File: config.mk
export PLATFORM = sky130hd
export DESIGN_NAME = fb_vga_scanner
export DESIGN_NICKNAME = d
export VERILOG_FILES = /design/src/rtl/fb_pkg.sv /design/src/rtl/vga_timing.sv /design/src/rtl/fb_vga_scanner.sv
export SDC_FILE = /design/constraint.sdc
export NUM_CORES = 2
export LEC_CHECK = 0
export CORE_AREA = 2 2 468 470
export DETAILED_ROUTE_END_ITERATION = 8
export DIE_AREA = 0 0 470 472
export GPL_ROUTABILITY_DRIVEN = 0
export PLACE_DENSITY = 0.6
export SYNTH_ARGS = -nofsm -noshare
export SYNTH_HDL_FRONTEND = slang
export SYNTH_SLANG_ARGS = --single-unit
File: constraint.sdc
create_clock -name clock -period 49.4 [get_ports clock]
set_input_delay 14.82 -clock clock [delete_from_list [all_inputs] [get_ports clock]]
set_output_delay 14.82 -clock clock [all_outputs]
set_load 0.02 [all_outputs]
File: src/rtl/fb_pkg.sv
// Shared constants and types for the framebuffer-to-VGA scanner: cell grid,
// 640x480@60 raster geometry and the 12-bit colour type.
package fb_pkg;

  localparam int FB_COLS    = 40;
  localparam int FB_ROWS    = 30;
  localparam int FB_BITS    = FB_COLS * FB_ROWS;
  localparam int CELL_SHIFT = 4;

  localparam int H_VISIBLE = 640;
  localparam int H_FP      = 16;
  localparam int H_SYNC    = 96;
  localparam int H_BP      = 48;
  localparam int H_TOTAL   = H_VISIBLE + H_FP + H_SYNC + H_BP;

  localparam int V_VISIBLE = 480;
  localparam int V_FP      = 10;
  localparam int V_SYNC    = 2;
  localparam int V_BP      = 33;
  localparam int V_TOTAL   = V_VISIBLE + V_FP + V_SYNC + V_BP;

  localparam int CNT_W = 10;

  typedef logic [CNT_W-1:0] cnt_t;
  typedef logic [11:0]      color_t;
  typedef logic [10:0]      cell_idx_t;

  // Linear framebuffer index of a cell: row-major, FB_COLS cells per row.
  function automatic cell_idx_t cell_index(input logic [4:0] row, input logic [5:0] col);
    cell_idx_t row_w;
    cell_idx_t col_w;
    row_w = {6'd0, row};
    col_w = {5'd0, col};
    return (row_w * cell_idx_t'(FB_COLS)) + col_w;
  endfunction

endpackage

File: src/rtl/vga_timing.sv
// Pixel-tick divider and raster counters. Sync and active flags are plain
// decodes of the current (pre-increment) counter position.
module vga_timing
  import fb_pkg::*;
#(
  parameter int CLK_DIV = 2,
  parameter int HVIS    = H_VISIBLE,
  parameter int HFP     = H_FP,
  parameter int HSW     = H_SYNC,
  parameter int HBP     = H_BP,
  parameter int VVIS    = V_VISIBLE,
  parameter int VFP     = V_FP,
  parameter int VSW     = V_SYNC,
  parameter int VBP     = V_BP
) (
  input  logic clk_i,
  input  logic rst_i,
  output logic pixel_en_o,
  output cnt_t h_o,
  output cnt_t v_o,
  output logic hsync_o,
  output logic vsync_o,
  output logic active_o
);

  localparam logic [1:0] DIV_LAST = 2'(CLK_DIV - 1);

  localparam cnt_t H_LAST     = cnt_t'(HVIS + HFP + HSW + HBP - 1);
  localparam cnt_t H_SYNC_LO  = cnt_t'(HVIS + HFP);
  localparam cnt_t H_SYNC_HI  = cnt_t'(HVIS + HFP + HSW - 1);
  localparam cnt_t H_VIS_END  = cnt_t'(HVIS);

  localparam cnt_t V_LAST     = cnt_t'(VVIS + VFP + VSW + VBP - 1);
  localparam cnt_t V_SYNC_LO  = cnt_t'(VVIS + VFP);
  localparam cnt_t V_SYNC_HI  = cnt_t'(VVIS + VFP + VSW - 1);
  localparam cnt_t V_VIS_END  = cnt_t'(VVIS);

  logic [1:0] div_q, div_d;
  cnt_t       h_q, h_d;
  cnt_t       v_q, v_d;
  logic       pixel_en;

  assign pixel_en = (div_q == DIV_LAST);

  // Divider restarts on each tick; the raster advances only on ticks.
  always_comb begin
    div_d = div_q;
    h_d   = h_q;
    v_d   = v_q;
    if (pixel_en) begin
      div_d = 2'd0;
      if (h_q == H_LAST) begin
        h_d = '0;
        if (v_q == V_LAST) begin
          v_d = '0;
        end else begin
          v_d = v_q + 10'd1;
        end
      end else begin
        h_d = h_q + 10'd1;
      end
    end else begin
      div_d = div_q + 2'd1;
    end
  end

  always_ff @(posedge clk_i or posedge rst_i) begin
    if (rst_i) begin
      div_q <= 2'd0;
      h_q   <= '0;
      v_q   <= '0;
    end else begin
      div_q <= div_d;
      h_q   <= h_d;
      v_q   <= v_d;
    end
  end

  assign pixel_en_o = pixel_en;
  assign h_o        = h_q;
  assign v_o        = v_q;
  assign hsync_o    = (h_q >= H_SYNC_LO) && (h_q <= H_SYNC_HI);
  assign vsync_o    = (v_q >= V_SYNC_LO) && (v_q <= V_SYNC_HI);
  assign active_o   = (h_q < H_VIS_END) && (v_q < V_VIS_END);

endmodule

File: src/rtl/fb_vga_scanner.sv
// Scans a 40x30 monochrome framebuffer out as 16x16-pixel cells on VGA.
// The framebuffer is latched once per frame at the start of vertical blanking.
module fb_vga_scanner
  import fb_pkg::*;
#(
  parameter int     CLK_DIV  = 2,
  parameter color_t FG_COLOR = 12'hFFF,
  parameter color_t BG_COLOR = 12'h000,
  parameter int     HVIS     = H_VISIBLE,
  parameter int     HFP      = H_FP,
  parameter int     HSW      = H_SYNC,
  parameter int     HBP      = H_BP,
  parameter int     VVIS     = V_VISIBLE,
  parameter int     VFP      = V_FP,
  parameter int     VSW      = V_SYNC,
  parameter int     VBP      = V_BP
) (
  input  logic               clock,
  input  logic               reset,
  input  logic [FB_BITS-1:0] framebuffer,
  output logic               vga_hs,
  output logic               vga_vs,
  output logic [3:0]         vga_r,
  output logic [3:0]         vga_g,
  output logic [3:0]         vga_b,
  output logic               frame_done
);

  localparam cnt_t      SNAP_LINE = cnt_t'(VVIS);
  localparam cell_idx_t IDX_LIMIT = cell_idx_t'(FB_BITS);

  logic      pixel_en;
  cnt_t      h_cnt;
  cnt_t      v_cnt;
  logic      hsync_raw;
  logic      vsync_raw;
  logic      active;
  cell_idx_t idx;
  logic      cell_on;
  logic      snap_take;

  logic [FB_BITS-1:0] snapshot_q, snapshot_d;
  logic               hs_q, hs_d;
  logic               vs_q, vs_d;
  color_t             rgb_q, rgb_d;
  logic               frame_done_q, frame_done_d;

  vga_timing #(
    .CLK_DIV (CLK_DIV),
    .HVIS    (HVIS),
    .HFP     (HFP),
    .HSW     (HSW),
    .HBP     (HBP),
    .VVIS    (VVIS),
    .VFP     (VFP),
    .VSW     (VSW),
    .VBP     (VBP)
  ) u_timing (
    .clk_i      (clock),
    .rst_i      (reset),
    .pixel_en_o (pixel_en),
    .h_o        (h_cnt),
    .v_o        (v_cnt),
    .hsync_o    (hsync_raw),
    .vsync_o    (vsync_raw),
    .active_o   (active)
  );

  assign idx       = cell_index(v_cnt[CELL_SHIFT +: 5], h_cnt[CELL_SHIFT +: 6]);
  assign snap_take = pixel_en && (h_cnt == 10'd0) && (v_cnt == SNAP_LINE);

  // Index is only meaningful inside the active area; guard it elsewhere.
  always_comb begin
    cell_on = 1'b0;
    if (idx < IDX_LIMIT) begin
      cell_on = snapshot_q[idx];
    end else begin
      cell_on = 1'b0;
    end
  end

  // Output stage samples the pre-increment raster position on each tick so
  // sync and colour share the same one-tick latency.
  always_comb begin
    snapshot_d   = snapshot_q;
    hs_d         = hs_q;
    vs_d         = vs_q;
    rgb_d        = rgb_q;
    frame_done_d = snap_take;
    if (snap_take) begin
      snapshot_d = framebuffer;
    end else begin
      snapshot_d = snapshot_q;
    end
    if (pixel_en) begin
      hs_d = !hsync_raw;
      vs_d = !vsync_raw;
      if (active) begin
        rgb_d = cell_on ? FG_COLOR : BG_COLOR;
      end else begin
        rgb_d = 12'h000;
      end
    end else begin
      rgb_d = rgb_q;
    end
  end

  always_ff @(posedge clock or posedge reset) begin
    if (reset) begin
      snapshot_q   <= '0;
      hs_q         <= 1'b1;
      vs_q         <= 1'b1;
      rgb_q        <= 12'h000;
      frame_done_q <= 1'b0;
    end else begin
      snapshot_q   <= snapshot_d;
      hs_q         <= hs_d;
      vs_q         <= vs_d;
      rgb_q        <= rgb_d;
      frame_done_q <= frame_done_d;
    end
  end

  assign vga_hs     = hs_q;
  assign vga_vs     = vs_q;
  assign vga_r      = rgb_q[11:8];
  assign vga_g      = rgb_q[7:4];
  assign vga_b      = rgb_q[3:0];
  assign frame_done = frame_done_q;

endmodule
Word-level counts from Yosys, hierarchy flattened
Index checks and enable logic that the tools add are counted.
- logic and storage cells: 42
- input port bits: 1202
- output and inout port bits: 15
- bits in registers: 1237
- equal/unequal tests: 4
- add/sub/neg operators: 4
- reductions and logical operators: 9
- order comparisons: 8
- mux-type cells: 8
- $mul: 1
- operator list (cell ; count):
    12-bit 2-to-1 mux ; 2
    10-bit by 1-bit adder with 10-bit output, second input constant ; 2
    10-bit == test, second input constant ; 2
    10-bit 2-to-1 mux ; 2
    11-bit by 12-bit less-than comparator with 1-bit output, second input constant ; 1
    11-bit by 6-bit adder with 11-bit output ; 1
    1-bit binary-select mux with 11-bit select ; 1
    11-bit less-than comparator, second input constant ; 1
    10-bit by 9-bit == test with 1-bit output, second input constant ; 1
    10-bit >= comparator, second input constant ; 1
    10-bit by 9-bit >= comparator with 1-bit output, second input constant ; 1
    10-bit less-or-equal comparator, second input constant ; 1
    10-bit by 9-bit less-or-equal comparator with 1-bit output, second input constant ; 1
    10-bit logical NOT ; 1
    10-bit less-than comparator, second input constant ; 1
    10-bit by 9-bit less-than comparator with 1-bit output, second input constant ; 1
    5-bit by 3-bit multiplier with 8-bit output, second input constant ; 1
    1-bit logical AND ; 5
    2-bit by 1-bit adder with 2-bit output, second input constant ; 1
    2-bit by 1-bit == test with 1-bit output, second input constant ; 1
    1-bit logical NOT ; 2
    1-bit 2-to-1 mux ; 2
    2-bit 2-to-1 mux ; 1
    2-bit AND reduction ; 1

Longest topological paths before layout
- word-level depth: 7
- mapped depth: 13
- mapped depth without buffers: 10

Cells and area by module
A second synthesis with hierarchy kept.
- cells, all modules: 3593
- area, all modules: 56958.4 µm²
- modules (own cells, without submodules) (module ; seq. area each (µm²) ; instances ; cells an instance ; area each (µm²)):
    fb_vga_scanner ; 30131.4 ; 1 ; 3471 ; 55781.0
    vga_timing ; 550.5 ; 1 ; 122 ; 1177.4

Least setup slack after synthesis
No wires, ideal clock.
- path type: register to output
- start point: register rgb_q[10] (netlist name)
- end point: output port vga_b[1]
- slack: 33.769 ns
- data required time: 34.580 ns
- arrival time: 0.811 ns
- cell stages (with the launch flop): 2
- buffers on the path: 1
- cells stage by stage: dfrtp_1 -> buf_4
- RTL lines (element ; line ; text):
    to (decl) ; fb_vga_scanner.sv:25 ; output logic [3:0] vga_b,

==> summary.txt <==
Timing
  – Min Hold Slack: 454 ps
  – Clock skew: 28.5 ps
  – Max Slew Vio Count: 0
  – Crit path time final: 19050 ps
  – Relative slew slack: 13.1%
  – Endpoints failing setup: 0
  – Setup TNS: 0 ps
  – Fmax: 52.5 MHz
  – RSZ-0062 raised after global routing: false
  – Final Hold Vio Count: 0
  – Slew at the pin with the worst max-slew slack: 1300 ps
  – Final Cycle Share: 38.6%

Setup path
  – RR Startpoint: u_timing.h_o[6]
  – R2r setup slk: 42810 ps
  – R2R cell count: 9
  – WP data required: 50230 ps
  – CP Class: in -> async
  – Critical Path Source: reset
  – Crit Path Max Fanout: 103
  – Worst r2r dst: snapshot_q[895]
  – Worst setup EP type: asynchronous set/reset pin
  – Critical Path AT: 19870 ps
  – CP Launch Type: primary input

Synthesis
  – Post-Syn Area: 56200 µm²
  – Most frequent cells after synthesis: nand2_1 (3665), dfrtp_1 (1224), mux4_2 (291)
  – Post-synth cell types: 60
  – Yosys warnings: 0
  – Syn Area/Cell: 9.30 µm²
  – Most common cell in the synthesized netlist: nand2_1
  – Top cells by area, synth: dfrtp_1 (54%), nand2_1 (24%), mux4_2 (12%)
  – Syn Inst Count: 6042
  – Top_reg_cell synth: dfrtp_1
  – Asr flop ratio synth: 100%
  – Synthesized flop and latch total: 1226
  – Area leader, netlist: dfrtp_1
  – Seq/Total Area, Yosys: 54.6%
  – Yosys top cell area share: 54.5%
  – Synth Net Count: 7259
  – EDFF count, synth: 0

Power and ir drop
  – Sw Pwr: 0.000490 W
  – Reg power frac: 46.1%
  – Pleak: 31.3 nW
  – Clock power frac: 47.9%
  – PwrDens: 28.7 nW/µm²
  – Internal cell power: 0.00169 W
  – Comb pwr share: 6.0%
  – Net Sw Frac: 22.5%
  – Maximum VDD drop: 0.0278 mV

Finish
  – Fraction of layout cells with a size suffix above 1: 8.82%
  – NumNets Final: 8318
  – Layout area overhead: 34.8%
  – Fill cells: 21900
  – Non-filler cells, final: 10100

Floorplanning
  – Row cnt: 171
  – Die width: 470 µm
  – Die Y: 472 µm
  – Die ar.: 222000 µm²
  – IO Count: 1217
  – Initial Util: 26.0%
  – Core ar.: 217000 µm²

Drt
  – Pre-antenna DRT Iters: 6
  – WL/cell: 23.6 µm
  – Vias per cell: 4.70
  – Routed WL: 239000 µm
  – Initial DRC count: 3778
  – Post-route antenna net violation count: 0
  – DRC violations left: 0
  – Via count: 47400

Run
  – Maxcap violations: 0

Global route
  – Vias in the first global route: 48900
  – Total Routing Usage GR: 21.2%
  – Initial antenna violation count: 84
  – First-pass GRT wire length: 341000 µm
  – Largest net degree at the start of global routing: 213
  – GRT overflow: 0

Clocking
  – Clk slew on worst S/H paths: 50 ps
  – Post-CTS sizing: 0
  – Clk Latency, worst-skew pair: 790 ps
  – CTS tree: yes
  – CTS Buffer Depth: 3
  – TritonCTS buffer count: 143
  – Setup bufs post-CTS: 0
  – CTS H-tree depth: 4
  – Hold_buf cts: 0
  – Sink Count: 1226
  – Root buffer cell: clkbuf_16

Worst hold path
  – Hold path start: u_timing.div_q[0]
  – Worst min-delay path class: reg -> reg
  – Hold Path End: u_timing.div_q[1]
  – Worst hold path depth: 1

Placement
  – IO Port Bufs: 1216
  – Dpl hpwl: 178000 µm
  – DP Cell Count: 9810

Run status
  – Status: finished clean
## per-layer routing
| metal | up-vias | global-route usage [%] | share of wire, % |
|---|---|---|---|
| met1 | 23700 | 26.7 | 41 |
| met3 | 349 | 4.84 | 6.8 |
| met5 | - | 0 | 0.13 |
| met4 | 46 | 8.41 | 3.8 |
| li1 | 21600 | - | - |
| met2 | 1790 | 35.1 | 48 |
## critical path, cell delays in order
cell and delay (ps):
clkdlybuf4s50_1 490, inv_8 560, buf_4 700, buf_4 800
buf_4 760, buf_4 750, buf_4 720
## logic make-up after synthesis
family	count (synthesis)	share of synthesized area [%]
AOI/OAI and AO/OA	201	2.55
xor gates and xnor gates	21	0.327
adders and majority gates	15	0.361
buffers and inverters	400	3.27
DFF	1226	54.6
muxes	358	12.9
and+or+nand+nor	3821	26.0
## power groups by stage
stage,Combinational [W],Sequential (W),Clock (W)
final,0.000130,0.00100,0.00104
after global routing,0.000138,0.00100,0.00111
after CTS,0.000132,0.00100,0.00107
after detailed placement,0.000130,0.00102,0
after global placement,0.000131,0.00102,0
after floorplan,0.0000156,0.00102,0
## worst max-delay path by stage
| stage | endpoint | slack, ps |
|---|---|---|
| floorplan | frame_done | 40 |
| global placement | snapshot_q[520] | 29480 |
| detailed placement | snapshot_q[517] | 29330 |
| CTS | snapshot_q[539] | 30200 |
| global route | snapshot_q[625] | 29620 |
| finish | snapshot_q[554] | 30350 |
## final cells by class
class / instances / area [µm²] / area share (%)
Antenna cell: 39 / 97.6 / 0.129
Timing Repair Buffer: 1305 / 13000 / 17.1
Inverter: 9 / 43.8 / 0.0578
Tap cell: 2854 / 3570 / 4.71
Clock buffer: 204 / 4130 / 5.45
Multi-Input combinational cell: 4416 / 23900 / 31.5
Clock inverter: 39 / 424 / 0.560
Sequential cell: 1226 / 30700 / 40.5
## state kept, by name (all words and copies together), names as in the netlist
| register | flops |
|---|---|
| frame_done | 1 |
| rgb_q | 1 |
| snapshot_q | 1200 |
| u_timing.div_q | 2 |
| u_timing.h_o | 10 |
| u_timing.v_o | 10 |
| vga_hs | 1 |
| vga_vs | 1 |
## metrics by stage
step,instance area (µm²),util (%),total power (W),worst slack [ps]
2_1_floorplan,56200,-,0.00104,39.6
3_3_place_gp,71100,32.9,0.00115,29480
3_5_place_dp,71100,32.9,0.00115,29330
4_1_cts,75700,35.0,0.00221,30200
5_1_grt,75800,35.0,0.00225,29620
6_report,75800,35.0,0.00218,30350
## cell usage in the layout (no fill, tap or decap), types with 7 or more instances in the layout
cell type,count
nand3_1,21
nor2_1,28
o21ai_0,26
nand2_1,3664
and3_1,11
ha_1,12
mux4_2,291
nand2b_1,8
a2111oi_0,10
clkbuf_8,26
a22o_1,8
mux2i_1,62
dfrtp_1,1221
buf_4,79
buf_12,10
clkbuf_16,146
a211oi_1,9
nand4_1,12
nor4_1,10
a22oi_1,48
a21oi_1,31
inv_1,7
clkdlybuf4s50_1,1216
diode_2,39
clkbuf_1,32
clkinv_2,18
a221oi_1,16
xnor2_1,10
nor3_1,15
o22ai_1,11
nor2b_1,11
No activity file was read; power rests on OpenSTA's default activity.
